$ cat src/rtl/debug_frame_rx.sv
// debug_frame_rx: reassembles MSB-first byte frames closed by a terminator into a word,
// flagging bad terminators and stalled frames with a saturating error count.
module debug_frame_rx #(
  parameter int                DATA_WIDTH    = 8,
  parameter logic [7:0]        TERMINATOR    = 8'h0A,
  parameter logic [27:0]       TIMEOUT_TICKS = 28'd2200000,
  parameter int                ERR_CNT_WIDTH = 8
) (
  input  logic                     clk_in,
  input  logic                     reset,
  input  logic [7:0]               rx_data,
  input  logic                     rx_valid,
  output logic [DATA_WIDTH-1:0]    word_out,
  output logic                     word_valid,
  output logic                     frame_error,
  output logic [ERR_CNT_WIDTH-1:0] err_count,
  output logic                     busy,
  output logic [1:0]               state
);
  localparam int NBYTES = DATA_WIDTH / 8;
  localparam int BCW = $clog2(NBYTES + 1);
  localparam int ICW = $clog2(TIMEOUT_TICKS) + 1;
  localparam logic [BCW-1:0] LAST_IDX = BCW'(NBYTES - 1);
  localparam logic [ICW-1:0] TMAX = ICW'(TIMEOUT_TICKS - 28'd1);

  typedef enum logic [1:0] {S_IDLE = 2'd0, S_COLLECT = 2'd1, S_WAIT_TERM = 2'd2, S_DISCARD = 2'd3} state_t;

  state_t                   r_state;
  logic [DATA_WIDTH-1:0]    r_shreg;
  logic [DATA_WIDTH-1:0]    r_word;
  logic [BCW-1:0]           r_bcnt;
  logic [ICW-1:0]           r_idle;
  logic [ERR_CNT_WIDTH-1:0] r_err_count;
  logic                     r_word_valid;
  logic                     r_frame_error;

  logic [DATA_WIDTH-1:0]    w_shift;
  logic [ERR_CNT_WIDTH-1:0] w_err_next;
  logic                     w_timeout;
  logic                     w_is_term;

  // Cast keeps the low DATA_WIDTH bits, which also covers the single-byte case.
  assign w_shift    = DATA_WIDTH'({r_shreg, rx_data});
  assign w_err_next = &r_err_count ? r_err_count : r_err_count + 1'b1;
  assign w_timeout  = (r_state != S_IDLE) && (r_idle == TMAX);
  assign w_is_term  = (rx_data == TERMINATOR);

  always_ff @(posedge clk_in or negedge reset) begin
    if (!reset) begin
      r_state       <= S_IDLE;
      r_shreg       <= '0;
      r_word        <= '0;
      r_bcnt        <= '0;
      r_idle        <= '0;
      r_err_count   <= '0;
      r_word_valid  <= 1'b0;
      r_frame_error <= 1'b0;
    end else begin
      r_word_valid  <= 1'b0;
      r_frame_error <= 1'b0;
      r_idle        <= (rx_valid || r_state == S_IDLE) ? '0 : r_idle + 1'b1;
      if (rx_valid) begin
        case (r_state)
          S_IDLE: begin
            r_shreg <= w_shift;
            r_bcnt  <= BCW'(1);
            r_state <= (NBYTES == 1) ? S_WAIT_TERM : S_COLLECT;
          end
          S_COLLECT: begin
            r_shreg <= w_shift;
            r_bcnt  <= r_bcnt + 1'b1;
            if (r_bcnt == LAST_IDX) r_state <= S_WAIT_TERM;
          end
          S_WAIT_TERM: begin
            if (w_is_term) begin
              r_word       <= r_shreg;
              r_word_valid <= 1'b1;
              r_state      <= S_IDLE;
            end else begin
              r_frame_error <= 1'b1;
              r_err_count   <= w_err_next;
              r_state       <= S_DISCARD;
            end
          end
          S_DISCARD: if (w_is_term) r_state <= S_IDLE;
        endcase
      end else if (w_timeout) begin
        // A stalled discard just resynchronises; a stalled frame is an error.
        r_state <= S_IDLE;
        if (r_state != S_DISCARD) begin
          r_frame_error <= 1'b1;
          r_err_count   <= w_err_next;
        end
      end
    end
  end

  assign word_out    = r_word;
  assign word_valid  = r_word_valid;
  assign frame_error = r_frame_error;
  assign err_count   = r_err_count;
  assign busy        = (r_state != S_IDLE);
  assign state       = r_state;
endmodule

$ cat config.mk
export PLATFORM = sky130hd
export DESIGN_NAME = debug_frame_rx
export DESIGN_NICKNAME = d
export VERILOG_FILES = /design/src/rtl/debug_frame_rx.sv
export SDC_FILE = /design/constraint.sdc
export NUM_CORES = 1
export LEC_CHECK = 0
export ABC_AREA = 1
export BUFFER_PORTS_ARGS = -buffer_cell sky130_fd_sc_hd__buf_4
export CORE_MARGIN = 1.5
export CORE_UTILIZATION = 45
export DETAILED_ROUTE_END_ITERATION = 8
export PLACE_DENSITY = 0.75
export SKIP_LAST_GASP = 1
export SLEW_MARGIN = 20
export SYNTH_ARGS = -nofsm -noshare
export SYNTH_HDL_FRONTEND = slang
export SYNTH_SLANG_ARGS = --single-unit
$ cat constraint.sdc
create_clock -name clk_in -period 3.91 [get_ports clk_in]
set_input_delay 0.1955 -clock clk_in [delete_from_list [all_inputs] [get_ports clk_in]]
set_output_delay 0.1955 -clock clk_in [all_outputs]
set_load 0.05 [all_outputs]
==> out/qor.csv <==
stage;metric;value;unit
cts;CTS resizes;0;
die;Core ar.;5570;um^2
sta;Final Hold Fails;0;
status;status;finished, final reports clean;
run;Max-cap violations;0;
global_routing;initial antenna violation count;0;
worst_setup_path;Setup crit end kind;flop;
global_routing;largest net degree at the start of global routing;53;
synth;Post-synth EDFFs;0;
synth;count leader, synth;nand2_1;
global_routing;met3 usage;0.0368;
synth;Distinct cells, synth;25;
global_routing;grt ovf;0;
worst_setup_path;critical path cell sequence;ha_1 > nand3_2 > nor2_4 > inv_2 > nor2_1 > nand2_1 > nand2_2 > nand2_2 > nand2_1 > nand2_1;
global_routing;grt met1 use;0.240;
sta;final worst path period share;0.452;
power_and_ir_drop;Leak;1.49;nW
worst_setup_path;Setup CP Type;reg2reg;
sta;max-slew violation count;0;
worst_setup_path;CP Max Fanout;11;
synth;syn nets;352;
worst_setup_path;Worst path slowest cell;dfrtp_1;
sta;Final min period;1.77;ns
place;GP Congestion;0.837;
sta;post-route setup TNS;0;ns
power_and_ir_drop;Max VDD drop;330;uV
worst_setup_path;CP max stage delay;0.40;ns
detailed_routing;final WL;5220;um
worst_setup_path;reg2reg setup slack;2.14;ns
finish;final-stage net count;387;
detailed_routing;Wirelength per Cell;11.7;um
detailed_routing;Routed Antenna Nets;0;
synth;area leader, netlist;dfrtp_1;
detailed_routing;via/cell ratio;4.97;
detailed_routing;routed vias;2223;
worst_setup_path;cell repeated most along the worst path;nand2_1;
finish;proportion of layout cells with a drive suffix above 1;0.144;
synth;post-synth top area share;0.497;
detailed_routing;DR pass1 iterations;4;
synth;top_reg_cell synth;dfrtp_1;
cts;clock latency at the later pin of the worst-skew pair;0.31;ns
die;Ports;32;
synth;Synth async-reset ratio;1.00;
cts;CTS tree;built;
place;Port Buffers;31;
synth;synth top area cells;dfrtp_1 (50%), nand2_1 (13%), nor2_1 (7.5%), inv_1 (5.9%), nand3_1 (4.2%);
sta;setup violators final;0;
cts;clock sink total;52;
sta;Worst-Margin Slew;0.651;ns
cts;postcts setup bufs;0;
detailed_routing;initial drt markers;174;
global_routing;Tot GR Track Use;0.191;
sta;Clock Skews;0.0121;ns
worst_hold_path;Hold WC Path Type;in2reg;
die;site row count;27;
sta;fmax;566;MHz
synth;top cells by count, synth;nand2_1 (90), dfrtp_1 (52), nor2_1 (52), inv_1 (41);
cts;Root Buffer;clkbuf_8;
cts;clock transition at the registers of the reported paths;0.11;ns
die;Die W;79.3;um
cts;H-tree depth;2;
cts;maximum clock insertion buffer count;2;
finish;Antenna Cells;0;
synth;sequential area share after synthesis;0.497;
global_routing;met2 GRT Util;0.345;
synth;yosys warns;0;
finish;P&R area growth vs syn;15.7;%
cts;hold_buf cts;1;
synth;Seq cells post-synth;52;
worst_setup_path;Critical Path AT;1.97;ns
cts;Num CTS Buffers;5;
synth;Mapped Area;2620;um^2
worst_setup_path;startpoint types;flop;
synth;Syn Inst Count;339;
die;die height;79.3;um
global_routing;GRT busiest layer;met2;
power_and_ir_drop;pwr/cell area;514;nW/um^2
global_routing;global-route wire length before repair;9630;um
worst_setup_path;worst path required time;4.11;ns
synth;Avg Cell Area, Syn;7.72;um^2
die;initial core utilization;0.470;
power_and_ir_drop;Final Power;1.56;mW
die;die area;6280;um^2
place;DP Wirelength;3800;um
detailed_routing;drt drc;0;
sta;slew margin rel.;0.565;
sta;RSZ-0062 raised after global routing;no;
global_routing;number of global-route vias before repair;2220;
==> cell families (layout without fill, tap and decap cells) <==
family,after synthesis,after routing,synth area share
flops,52,52,0.497
simple gates,191,191,0.319
buf+inv,49,85,0.0746
fa+ha+maj,2,2,0.00956
compound gates,37,37,0.0731
xor+xnor,8,8,0.0268
==> layer usage <==
metal / vias up / part of all wire
met4: 0 / 0.0073
met5: - / 0
li1: 1139 / -
met2: 38 / 0.50
met3: 4 / 0.033
met1: 1042 / 0.46
==> report_power, final <==
part,total (mW),switching [mW],internal (mW)
Combinational,0.532,0.370,0.162
Sequential,0.696,0.0692,0.627
Clock,0.329,0.194,0.135
Total,1.56,0.633,0.924
==> final cells by class <==
cell class | count | area [um^2]
fill | 547 | 2550
inverter | 44 | 165
clock inverter | 3 | 28.8
sequential | 52 | 1300
timing repair buffer | 33 | 250
multi-input combinational | 238 | 1120
tap | 72 | 90.1
clock buffer | 5 | 68.8
==> flip-flops by register name, summed over array words and instances (netlist names) <==
register and cells:
err_count 8, frame_error 1, r_bcnt 1, r_idle 23, r_shreg 8, state 2
word_out 8, word_valid 1
==> final timing paths <==
kind | from | endpoint | cells after the start
setup / recovery | r_idle[0] | err_count[1] | 10
hold / removal | rx_data[4] | r_shreg[4] | 3
setup reg to reg | r_idle[0] | err_count[1] | 10
hold reg to reg | r_idle[0] | r_idle[0] | 1
max in group asynchronous | reset | r_bcnt | 2
min in group asynchronous | reset | r_idle[0] | 2
==> per-stage QoR <==
stage	setup WS (ns)	area [um^2]	instances	hold slack (ns)	util
after floorplan	2.11	2620	339	-0.100	-
after detailed placement	1.99	2920	438	0.269	0.523
final	2.14	3030	447	0.0993	0.543
after global routing	1.98	3030	447	0.0937	0.543
after global placement	2.09	2920	438	0.274	0.523
after CTS	1.96	3030	447	0.0899	0.543
==> cells in the final DEF, fill, tap and decap left out, types with 2 or more instances in the layout <==
| master | instances |
|---|---|
| a21oi_1 | 10 |
| buf_4 | 32 |
| clkbuf_8 | 5 |
| dfrtp_1 | 52 |
| ha_1 | 2 |
| inv_1 | 41 |
| inv_2 | 3 |
| inv_6 | 2 |
| nand2_1 | 90 |
| nand2_2 | 3 |
| nand3_1 | 22 |
| nand3_2 | 3 |
| nand3b_1 | 5 |
| nand4_1 | 6 |
| nor2_1 | 51 |
| nor2_2 | 2 |
| nor3_1 | 6 |
| nor3_2 | 2 |
| o21a_1 | 2 |
| o21ai_0 | 22 |
| o21ai_1 | 2 |
| xor2_1 | 7 |
==> worst max-delay path: cells and delay by family, from the launching register on <==
| family | cells | cell delay [ns] |
|---|---|---|
| fa+ha+maj | 1 | 0.22 |
| buf+inv | 1 | 0.04 |
| flops | 1 | 0.40 |
| simple gates | 8 | 1.01 |
(Power assumes the default switching activity.)
